### src/rtl/hazard_ctrl.sv
`default_nettype none
// ============================================================================
// Module      : hazard_ctrl
// Description : Stall and forwarding control for the 5-stage MIPS pipeline,
//               driven by Tnew/Tuse codes and the HI/LO busy window.
// Revision    : 1.0 - initial release
// ============================================================================
module hazard_ctrl #(
  parameter int MULT_CYCLES = 5,
  parameter int DIV_CYCLES  = 10
) (
  input  logic       clk,
  input  logic       reset,
  input  logic [4:0] d_rs,
  input  logic [4:0] d_rt,
  input  logic [1:0] d_tuse1,
  input  logic [1:0] d_tuse2,
  input  logic [4:0] d_dst,
  input  logic [1:0] d_tnew,
  input  logic       d_md_start,
  input  logic       d_md_is_div,
  input  logic       d_uses_hilo,
  output logic       stall,
  output logic [1:0] fwd_d_rs,
  output logic [1:0] fwd_d_rt,
  output logic [1:0] fwd_e_rs,
  output logic [1:0] fwd_e_rt,
  output logic       md_busy
);

  localparam int C_CNT_MAX = (MULT_CYCLES > DIV_CYCLES) ? MULT_CYCLES : DIV_CYCLES;
  localparam int C_CNT_W   = $clog2(C_CNT_MAX + 1);
  localparam logic [C_CNT_W-1:0] C_MULT_LOAD = C_CNT_W'(MULT_CYCLES);
  localparam logic [C_CNT_W-1:0] C_DIV_LOAD  = C_CNT_W'(DIV_CYCLES);
  localparam logic [1:0]         C_TUSE_NONE = 2'd3;

  logic [4:0]         r_dst_e, r_dst_m, r_dst_w;
  logic [1:0]         r_tnew_e, r_tnew_m, r_tnew_w;
  logic [4:0]         r_rs_e, r_rt_e;
  logic               r_md_e, r_md_div_e;
  logic [C_CNT_W-1:0] r_md_cnt;

  logic [1:0] w_rs_src, w_rt_src, w_rs_tnew, w_rt_tnew;
  logic [1:0] w_ers_src, w_ert_src, w_ers_tnew, w_ert_tnew;
  logic       w_rs_hz, w_rt_hz, w_md_hz;

  // Nearest producer of r: 0 none, 1 E, 2 M, 3 W. Register 0 never matches.
  function automatic logic [1:0] f_nearest(input logic [4:0] r, input logic [4:0] e,
                                           input logic [4:0] m, input logic [4:0] w);
    if (r == 5'd0)  return 2'd0;
    else if (r == e) return 2'd1;
    else if (r == m) return 2'd2;
    else if (r == w) return 2'd3;
    else             return 2'd0;
  endfunction

  function automatic logic [1:0] f_dec(input logic [1:0] t);
    return (t == 2'd0) ? 2'd0 : t - 2'd1;
  endfunction

  always_comb begin
    w_rs_src  = f_nearest(d_rs, r_dst_e, r_dst_m, r_dst_w);
    w_rt_src  = f_nearest(d_rt, r_dst_e, r_dst_m, r_dst_w);
    // Passing 0 as the E destination restricts E-stage operands to M/W.
    w_ers_src = f_nearest(r_rs_e, 5'd0, r_dst_m, r_dst_w);
    w_ert_src = f_nearest(r_rt_e, 5'd0, r_dst_m, r_dst_w);
  end

  always_comb begin
    w_rs_tnew = 2'd0;
    case (w_rs_src)
      2'd1: w_rs_tnew = r_tnew_e;
      2'd2: w_rs_tnew = r_tnew_m;
      2'd3: w_rs_tnew = r_tnew_w;
      default: w_rs_tnew = 2'd0;
    endcase
    w_rt_tnew = 2'd0;
    case (w_rt_src)
      2'd1: w_rt_tnew = r_tnew_e;
      2'd2: w_rt_tnew = r_tnew_m;
      2'd3: w_rt_tnew = r_tnew_w;
      default: w_rt_tnew = 2'd0;
    endcase
    w_ers_tnew = (w_ers_src == 2'd2) ? r_tnew_m : r_tnew_w;
    w_ert_tnew = (w_ert_src == 2'd2) ? r_tnew_m : r_tnew_w;
  end

  always_comb begin
    w_rs_hz  = (d_tuse1 != C_TUSE_NONE) && (w_rs_src != 2'd0) && (w_rs_tnew > d_tuse1);
    w_rt_hz  = (d_tuse2 != C_TUSE_NONE) && (w_rt_src != 2'd0) && (w_rt_tnew > d_tuse2);
    md_busy  = (r_md_cnt != '0) || r_md_e;
    w_md_hz  = d_uses_hilo && md_busy;
    stall    = w_rs_hz || w_rt_hz || w_md_hz;

    fwd_d_rs = ((d_tuse1 != C_TUSE_NONE) && (w_rs_src != 2'd0) && (w_rs_tnew == 2'd0))
               ? w_rs_src : 2'd0;
    fwd_d_rt = ((d_tuse2 != C_TUSE_NONE) && (w_rt_src != 2'd0) && (w_rt_tnew == 2'd0))
               ? w_rt_src : 2'd0;
    fwd_e_rs = ((w_ers_src != 2'd0) && (w_ers_tnew == 2'd0)) ? w_ers_src - 2'd1 : 2'd0;
    fwd_e_rt = ((w_ert_src != 2'd0) && (w_ert_tnew == 2'd0)) ? w_ert_src - 2'd1 : 2'd0;
  end

  always_ff @(posedge clk) begin
    if (reset) begin
      r_dst_e    <= 5'd0;
      r_dst_m    <= 5'd0;
      r_dst_w    <= 5'd0;
      r_tnew_e   <= 2'd0;
      r_tnew_m   <= 2'd0;
      r_tnew_w   <= 2'd0;
      r_rs_e     <= 5'd0;
      r_rt_e     <= 5'd0;
      r_md_e     <= 1'b0;
      r_md_div_e <= 1'b0;
      r_md_cnt   <= '0;
    end else begin
      r_dst_w  <= r_dst_m;
      r_tnew_w <= f_dec(r_tnew_m);
      r_dst_m  <= r_dst_e;
      r_tnew_m <= f_dec(r_tnew_e);
      if (stall) begin
        r_dst_e    <= 5'd0;
        r_tnew_e   <= 2'd0;
        r_rs_e     <= 5'd0;
        r_rt_e     <= 5'd0;
        r_md_e     <= 1'b0;
        r_md_div_e <= 1'b0;
      end else begin
        r_dst_e    <= d_dst;
        r_tnew_e   <= d_tnew;
        r_rs_e     <= d_rs;
        r_rt_e     <= d_rt;
        r_md_e     <= d_md_start;
        r_md_div_e <= d_md_start && d_md_is_div;
      end
      // The counter starts the edge after the md op reaches E; E itself covers the first busy cycle.
      if (r_md_e)
        r_md_cnt <= r_md_div_e ? C_DIV_LOAD : C_MULT_LOAD;
      else if (r_md_cnt != '0)
        r_md_cnt <= r_md_cnt - 1'b1;
    end
  end

endmodule
`default_nettype wire

### config.mk
export PLATFORM = sky130hd
export DESIGN_NAME = hazard_ctrl
export DESIGN_NICKNAME = d
export VERILOG_FILES = /design/src/rtl/hazard_ctrl.sv
export SDC_FILE = /design/constraint.sdc
export NUM_CORES = 1
export LEC_CHECK = 0
export ABC_AREA = 1
export ABC_CLOCK_PERIOD_IN_PS = 2500
export BUFFER_PORTS_ARGS = -buffer_cell sky130_fd_sc_hd__buf_4
export CAP_MARGIN = 0
export CELL_PAD_IN_SITES_DETAIL_PLACEMENT = 0
export CELL_PAD_IN_SITES_GLOBAL_PLACEMENT = 1
export CORE_ASPECT_RATIO = 1.75
export CORE_MARGIN = 3
export CORE_UTILIZATION = 36
export DETAILED_ROUTE_END_ITERATION = 8
export GPL_ROUTABILITY_DRIVEN = 0
export PLACE_DENSITY_LB_ADDON = 0.1
export RECOVER_POWER = 100
export SLEW_MARGIN = 10
export SYNTH_ARGS = -nofsm -noshare
export SYNTH_HDL_FRONTEND = slang
export SYNTH_SLANG_ARGS = --single-unit
export TNS_END_PERCENT = 100
### constraint.sdc
create_clock -name clk -period 2.5 [get_ports clk]
set_clock_uncertainty 0.1 [all_clocks]
set_input_delay 0 -clock clk [delete_from_list [all_inputs] [get_ports clk]]
set_output_delay 0 -clock clk [all_outputs]
set_load 0.01 [all_outputs]
# Yosys cells after proc, flatten, opt, wreduce, memory -nomap -nowiden
# Cells that the tools add are included.
# word_totals
regBits	37
inputBits	26
out_inout_bits	10
elab_cells	95
# op_classes
add_sub_neg	5
magnitude_cmp	2
n_eq_ne	20
n_mux	25
reduce_logical	32
# ops
op	count
5-bit equality test	10
2-bit two-way mux	20
5-bit logical NOT	4
2-bit equality test, second input constant	6
2-bit logical NOT	6
4-bit two-way mux	3
2-bit case mux with 3 select lines	2
1-bit logical AND	10
2-bit nonzero test	5
2-bit by 1-bit subtractor with 2-bit output, second input constant	4
2-bit OR reduction	3
2-bit by 1-bit equality test with 1-bit output, second input constant	2
2-bit greater-than comparator	2
2-bit inequality test, second input constant	2
4-bit nonzero test	1
4-bit by 1-bit subtractor with 4-bit output, second input constant	1
1-bit logical OR	3

# Logic depth before layout (Yosys ltp)
# Gate-level depths: netlist of the first run.
# depth
depth_word	12
depth_mapped	21
ltp_nobuf	19

# Worst setup path after synthesis of the first run
# No wires, ideal clock.
# synth_path
kind	register -> register
from	register r_dst_w[1]
to	register r_rs_e[4]
setup_time_ns	0.115
arrival_ns	2.196
required_time_ns	2.285
path_slack_ns	0.089
path_stages_with_launch	18
path_buffers	2
period_less_slack_ns	2.411
cell_sequence	dfxtp_1 buf_2 inv_1 nand2_1 nand2_1 inv_1 nand2_1 nor2_1 nand2_1 a21boi_0 nand3_1 a21boi_0 ha_1 a21oi_1 nand3_2 nand4_4 buf_6 nor2_2
# synth_between
elab_chain_cells	12
word_cells_on_any_way	29
classes_between	2 x order compare; 8 x eq/ne; 10 x mux; 9 x reduce/logical
# synth_rtl
item	line	rtl
start: declaration	37	logic [4:0] r_dst_e, r_dst_m, r_dst_w;
start signal: assignment	117	r_dst_w <= r_dst_m;
5-bit equality test	53	else if (r == w) return 2'd3;
2-bit two-way mux	53	
2-bit two-way mux	52	else if (r == m) return 2'd2;
2-bit two-way mux	51	else if (r == e) return 2'd1;
2-bit two-way mux	50	if (r == 5'd0) return 2'd0;
2-bit equality test (tied with other cells)	71	case (w_rs_src)
2-bit case mux with 3 select lines, on equally long branches	71, 78	
2-bit greater-than comparator, on equally long branches	89, 90	
1-bit logical AND, on equally long branches	89, 90	
1-bit logical OR (*) (2 in series)	93	stall = w_rs_hz || w_rt_hz || w_md_hz;
2-bit OR reduction (no line) (*)	--	
end signal: assignment	131	r_rs_e <= d_rs;
end: declaration	39	logic [4:0] r_rs_e, r_rt_e;
# Every way passes the cells marked *; elsewhere a longest branch is shown, timed or not.
# A chain may end at the register's enable or synchronous reset.

# Worst setup path in the final report of the first run
# layout_path
from	register r_dst_m[0]
to	register r_rs_e[4]
# layout_between
elab_chain_cells	11
word_cells_on_any_way	27
classes_between	2 x order compare; 8 x eq/ne; 8 x mux; 9 x reduce/logical
# layout_rtl
item	line	rtl
start: declaration	37	
start signal: assignment	119	r_dst_m <= r_dst_e;
5-bit equality test	52	
2-bit two-way mux	52	
2-bit two-way mux	51	
2-bit two-way mux	50	
2-bit equality test (tied with other cells)	71	
2-bit case mux with 3 select lines, on equally long branches	71, 78	
2-bit greater-than comparator, on equally long branches	89, 90	
1-bit logical AND, on equally long branches	89, 90	
1-bit logical OR (*) (2 in series)	93	
2-bit OR reduction (no line) (*)	--	
# Marks and branches as above.

==> run_results.csv, run 1 <==
group,metric,value,unit
synthesis,yosys.area_share.adder,5.859,%
grt,grt_start_max_net_pins,17,
synthesis,muxShareOfSynthArea,0,%
critical_path,critPathLaunchType,"flip-flop",
die,die_width,69.78,µm
routing,drtPass1Iterations,4,
critical_path,worstPathArrival,2.80,ns
timing,relSlewSlack,68.37,%
timing,period_minus_slack,2.675,ns
routing,drc,0,
cts,cts_buffer_depth,2,
placed_design,dp_hpwl,5730,µm
final_layout,layout-drive-gt1-share,37.43,%
die,pin_count,36,
power,power.density,666.4,nW/µm²
synthesis,postSynthAreaPerCell,6.296,µm²
timing,fmax,0.3738,GHz
final_layout,post-route-util,58.59,%
synthesis,synth-simple-area-share,38.18,%
die,fp-row-count,40,
critical_path,critPathKind,"flip-flop to flip-flop",
worst_hold_path,holdPathEnd,"r_rs_e[4]$_SDFF_PP0_",
cts,cts.sinks,37,
timing,slew_violations,0,
grt,grt_pass1_wl,12200,µm
timing,setup_viol,20,
routing,wirelength,7906,µm
routing,dr_total_vias,2827,
grt,grt.total_usage,18.62,%
cts,cts_buffers,5,
critical_path,rrSetupSlack,-0.18,ns
die,coreArea,6907,µm²
flow_run,maxCapViolations,0,
synthesis,synth-xor-area-share,8.887,%
die,die_h,117.6,µm
grt,antenna_found_initial,0,
synthesis,synth_area,2562,µm²
die,die_area,8206,µm²
cts,cts-htree-levels,2,
final_layout,diodes,0,
final_layout,final_common_cell,"nand2_1",
synthesis,yosysWarnings,0,
critical_path,reg2reg_depth,18,
power,peakVddDrop,0.0005722,V
synthesis,yosysSeqAreaShare,28.91,%
synthesis,synth.distinct_cells,29,
synthesis,syn_inst,407,
routing,drtIter0Drc,76,
synthesis,syn-num-nets,445,
worst_hold_path,hold_depth,4,
critical_path,rr_startpoint,"r_dst_m[0]$_SDFF_PP0_",
synthesis,ys_ff_latch,37,
status,status,"finished, violations left",
timing,layout_setup_ws,-0.1751,ns
critical_path,r2r_end,"r_rs_e[4]$_SDFF_PP0_",
timing,fin_crit_sh,107.0,%
status,violations,"negative setup slack",
final_layout,layout.nets,550,
critical_path,cp-end-kind,"flip-flop",
routing,antenna_left,0,
placed_design,portBuffers,35,
synthesis,synth_compound_area_share,6.299,%
grt,overflow,0,
synthesis,synth_top_family_by_area,"simple AND/OR/NAND/NOR gates",
routing,avgRoutedWirePerCell,13.24,µm
cts,root_buffer,"clkbuf_16",
cts,path_clk_slew,0.05,ns
cts,clkLatencyLatePin,0.28,ns
grt,grt_pass1_vias,2703,
final_layout,nFillCells,704,
timing,tightestPinTransition,0.4702,ns
critical_path,crit_fanout,5,
routing,via_per_inst,4.735,
final_layout,synthToLayoutAreaGrowth,57.91,%
timing,hold_viol_final,0,
die,start_util,37.10,%
timing,rsz0062_at_grt,"yes",
worst_hold_path,worstHoldStart,"d_rs[4]",
power,p_leak,1.953,nW
placed_design,dp.cells,551,
cts,cts_tree,"done",
critical_path,cp_data_required_time,2.62,ns
final_layout,layout_common_cells,"nand2_1, buf_4, inv_1",
worst_hold_path,hold_class,"input port to flip-flop",
final_layout,fin_cells,597,
[critical path, stage by stage, from the launching register on]
cell and delay (ns):
dfxtp_2 0.36, inv_2 0.05, nand2_1 0.05, nand2_1 0.06
nor2_2 0.17, nand3_2 0.13, nand2_1 0.12, nand2_1 0.08
a21oi_1 0.17, nor2_2 0.08, a21boi_4 0.15, ha_4 0.22
a21oi_2 0.15, a21oi_2 0.05, nand3_2 0.08, buf_4 0.11
nand4_4 0.18, clkbuf_16 0.24, nor2_2 0.07
[state kept, by name (all words and copies together), names as in the netlist, 2 cells and up]
signal,count
r_dst_m,5
r_rt_e,5
r_dst_w,5
r_tnew_w,2
r_tnew_e,2
r_tnew_m,2
r_dst_e,5
r_rs_e,5
r_md_cnt,4
[cell families (layout without fill, tap and decap cells)]
family                   after synthesis  after routing
adder cells (fa/ha/maj)               12             12
AO/OA/AOI/OAI                         29             29
buffers and inverters                 76            182
XOR/XNOR                              26             26
flip-flops                            37             37
AND/OR/NAND/NOR                      227            227
[worst max path at each step]
stage	slack (ns)	from	depth (start not counted)	to
2_1_floorplan	0.09	r_dst_w[1]$_SDFF_PP0_	17	r_rs_e[4]$_SDFF_PP0_
3_3_place_gp	-0.15	r_dst_e[4]$_SDFF_PP0_	21	r_rt_e[1]$_SDFF_PP0_
3_5_place_dp	-0.19	r_dst_w[1]$_SDFF_PP0_	17	r_rt_e[1]$_SDFF_PP0_
4_1_cts	-0.10	r_dst_e[2]$_SDFF_PP0_	20	stall
5_1_grt	-0.35	r_dst_e[2]$_SDFF_PP0_	21	r_rs_e[4]$_SDFF_PP0_
6_report	-0.18	r_dst_m[0]$_SDFF_PP0_	18	r_rs_e[4]$_SDFF_PP0_
[power breakdown]
part	switching (mW)	internal (mW)
Clock	0.237	0.422
Sequential	0.0874	0.683
Combinational	0.648	0.619
[layer usage]
layer / up-vias / share of wire, % / track usage [%] / wire length, µm
met1: 1304 / 37 / 19.46 / 2952
met5: - / 0 / 0 / 0
met3: 15 / 2.2 / 2.991 / 174
met2: 47 / 58 / 35.37 / 4546
met4: 0 / 2.9 / 8.153 / 233
li1: 1461 / - / - / -
[cells in the mapped netlist (all sizes together)]
cell / instances / area share (%)
nand4: 7 / 2.3
nor4: 1 / 0.24
nor2: 72 / 12
a2111o: 1 / 0.44
nand3: 21 / 4.5
clkbuf: 3 / 0.49
and2: 1 / 0.24
o22ai: 2 / 0.49
inv: 66 / 9.7
xor2: 7 / 2.4
ha: 12 / 5.9
a21boi: 2 / 0.59
nor3: 11 / 2.1
dfxtp: 37 / 29
o21ai: 9 / 1.8
or4: 1 / 0.29
xnor2: 19 / 6.5
nand2: 113 / 17
o211ai: 1 / 0.29
buf: 7 / 1.7
a21oi: 14 / 2.7
[layout make-up]
class | instances | area, µm² | area share (%)
multi-input combinational | 294 | 1838 | 45.42
timing repair buffer | 108 | 937.1 | 23.16
inverter | 66 | 247.7 | 6.122
tap | 84 | 105.1 | 2.597
clock inverter | 1 | 5.005 | 0.1237
sequential | 37 | 760.7 | 18.80
clock buffer | 7 | 152.6 | 3.772
[what timing repair did]
item,in CTS,in global routing
gates resized for setup,35,69
pin swaps,18,28
hold buffers,19,0
endpoints found under the hold margin,32,0
buffers inserted,20,1
setup endpoints to repair,22,25
cloned,0,2
[through the flow]
stage                     cell area (µm²)  TNS, ns  worst slack (ns)  hold WS (ns)  power [mW]
after global routing                 4046   -6.880           -0.3467        0.1211       2.897
after floorplan                      2562        0           0.08858       0.01222       1.371
after CTS                            3742   -1.837           -0.1045        0.1041       2.547
after detailed placement             3162   -3.388           -0.1864        0.1213       1.747
final                                4046   -3.051           -0.1751        0.1287       2.696
after global placement               3162   -2.791           -0.1525        0.1138       1.734
(Power assumes the default switching activity.)
==> run 2, diff against run 1 <==
Settings changed: CELL_PAD_IN_SITES_DETAIL_PLACEMENT 0 to unset, CELL_PAD_IN_SITES_GLOBAL_PLACEMENT 1 to unset, CORE_MARGIN 3 to 1, CORE_UTILIZATION 36 to 52, PLACE_DENSITY set to 0.76, PLACE_DENSITY_LB_ADDON 0.1 to unset.
==> run 2 against run 1 <==
The run still ends with negative setup slack left. Hold slack gained 0.055 ns. Largest cell class unchanged. Via count grew 15%. Critical endpoint is now r_rt_e[1]$_SDFF_PP0_. Maximum frequency shrank 7.1%. Power shrank 3.3%. Sequential cell count is the same. Clock-buffer cell count is the same. Largest power group unchanged. Routed wire length grew 33%.
==> run_results.csv, run 2 (synthesis gave the netlist of run 1 again) <==
group,metric,value,unit
timing,slew_violations,0,
timing,period_minus_slack,2.880,ns
routing,drtPass1Iterations,7,
timing,rsz0062_at_grt,"yes",
timing,tightestPinTransition,0.8752,ns
final_layout,layout-drive-gt1-share,42.83,%
critical_path,rr_startpoint,"r_dst_m[0]$_SDFF_PP0_",
final_layout,nFillCells,240,
timing,fin_crit_sh,115.2,%
die,start_util,54.44,%
die,die_area,5223,µm²
status,status,"finished, violations left",
worst_hold_path,hold_class,"input port to flip-flop",
power,p_leak,1.908,nW
grt,grt_pass1_wl,12900,µm
routing,dr_total_vias,3246,
routing,antenna_left,0,
timing,fmax,0.3473,GHz
power,peakVddDrop,0.0006864,V
grt,grt.total_usage,34.43,%
final_layout,layout.nets,540,
critical_path,critPathLaunch,"r_dst_m[0]$_SDFF_PP0_",
power,power.density,640.5,nW/µm²
cts,cts_buffers,5,
placed_design,portBuffers,35,
die,die_h,94.86,µm
routing,via_per_inst,5.859,
critical_path,crit_fanout,5,
die,pin_count,36,
cts,cts.sinks,37,
cts,cts-htree-levels,2,
die,die_width,55.07,µm
routing,drc,0,
cts,clkLatencyLatePin,0.29,ns
final_layout,final_common_cell,"nand2_1",
final_layout,diodes,0,
critical_path,worstPathArrival,3.01,ns
final_layout,design_area,4069,µm²
final_layout,multi_input_area,2019,µm²
placed_design,dp_hpwl,5144,µm
cts,path_clk_slew,0.07,ns
critical_path,cp-end-kind,"flip-flop",
timing,setup_viol,24,
final_layout,synthToLayoutAreaGrowth,58.79,%
timing,relSlewSlack,41.66,%
critical_path,critPathLaunchType,"flip-flop",
timing,hold_viol_final,0,
die,fp-row-count,33,
routing,avgRoutedWirePerCell,18.93,µm
cts,root_buffer,"clkbuf_8",
routing,wirelength,10490,µm
worst_hold_path,worstHoldStart,"d_uses_hilo",
grt,grt_pass1_vias,2992,
final_layout,regArea,772.0,µm²
flow_run,maxCapViolations,0,
routing,drtIter0Drc,214,
grt,grt_start_max_net_pins,17,
grt,antenna_found_initial,0,
die,coreArea,4707,µm²
status,violations,"negative setup slack",
cts,cts_buffer_depth,2,
placed_design,place_ws,-0.3075,ns
critical_path,cp_data_required_time,2.63,ns
placed_design,place_area,3047,µm²
timing,layout_setup_ws,-0.3796,ns
final_layout,layout_common_cells,"nand2_1, buf_4, inv_1",
critical_path,critPathKind,"flip-flop to flip-flop",
grt,overflow,0,
cts,cts_tree,"done",
-- run 2: changes by cell type in the layout (fill, tap and decap cells not counted), sizes merged --
| cell | previous run | this run |
|---|---|---|
| buf | 83 | 77 |
| clkbuf | 13 | 8 |
| clkinv | 1 | 0 |
| dlygate4sd3 | 19 | 20 |
-- run 2: what timing repair did --
action | CTS | global route
gates cloned | 2 | 0
gates resized for setup | 71 | 99
setup endpoints to repair | 22 | 28
hold buffers | 20 | 0
pin swaps | 28 | 48
hold endpoints to repair | 33 | 0
buffers inserted | 18 | 4
-- run 2: through the flow --
step	power [mW]	utilization (%)	TNS, ns	cells	hold WS, ns
2_1_floorplan	1.371	-	0	407	0.01222
3_3_place_gp	1.686	64.73	-2.618	509	0.1138
3_5_place_dp	1.716	64.73	-5.504	509	0.1199
4_1_cts	2.335	78.79	-1.441	555	0.2007
5_1_grt	2.791	86.44	-10.36	554	0.1903
6_report	2.606	86.44	-6.771	554	0.1841
-- run 2: where the power goes --
group	leakage, nW	total, mW	switching, mW	internal, mW
sequential	0.311	0.781	0.0996	0.681
combinational	1.55	1.40	0.763	0.634
clock	0.0443	0.429	0.210	0.219
total	1.91	2.61	1.07	1.53
-- run 2: routing by layer --
layer | up-vias | track usage [%] | routed length [µm]
li1 | 1441 | - | -
met1 | 1511 | 34.73 | 3517
met2 | 211 | 57.03 | 5327
met3 | 83 | 9.018 | 831
met4 | 0 | 25.83 | 810
met5 | - | 0 | 0
-- run 2: cell type report --
| class | instances | share of cell area, % |
|---|---|---|
| clock buffers | 7 | 2.122 |
| inverters | 66 | 6.150 |
| multi-input cells | 294 | 49.63 |
| flip-flops and latches | 37 | 18.97 |
| well taps | 52 | 1.599 |
| repair buffers | 98 | 21.53 |
-- run 2: critical path, stage by stage (launching register included) --
cell and delay (ns):
dfxtp_4 0.37, inv_2 0.04, nand2_1 0.08, nand2_1 0.09, nor2_2 0.24, nand3_2 0.15, nand2_2 0.14, nand2_2 0.07
a21oi_1 0.17, nor2_2 0.07, a21boi_2 0.17, ha_4 0.23, a21oi_2 0.15, a21oi_2 0.05, nand3_2 0.09, buf_6 0.10
nand4_4 0.12, buf_12 0.17, buf_12 0.14, nor2_2 0.08
-- run 2: path summary, 6_finish.rpt --
path / end / slack [ns] / depth (start not counted)
min: r_dst_e[4]$_SDFF_PP0_ / 0.18 / 5
max reg2reg: r_rt_e[1]$_SDFF_PP0_ / -0.38 / 19
min reg2reg: r_dst_m[0]$_SDFF_PP0_ / 0.40 / 2
max: r_rt_e[1]$_SDFF_PP0_ / -0.38 / 19
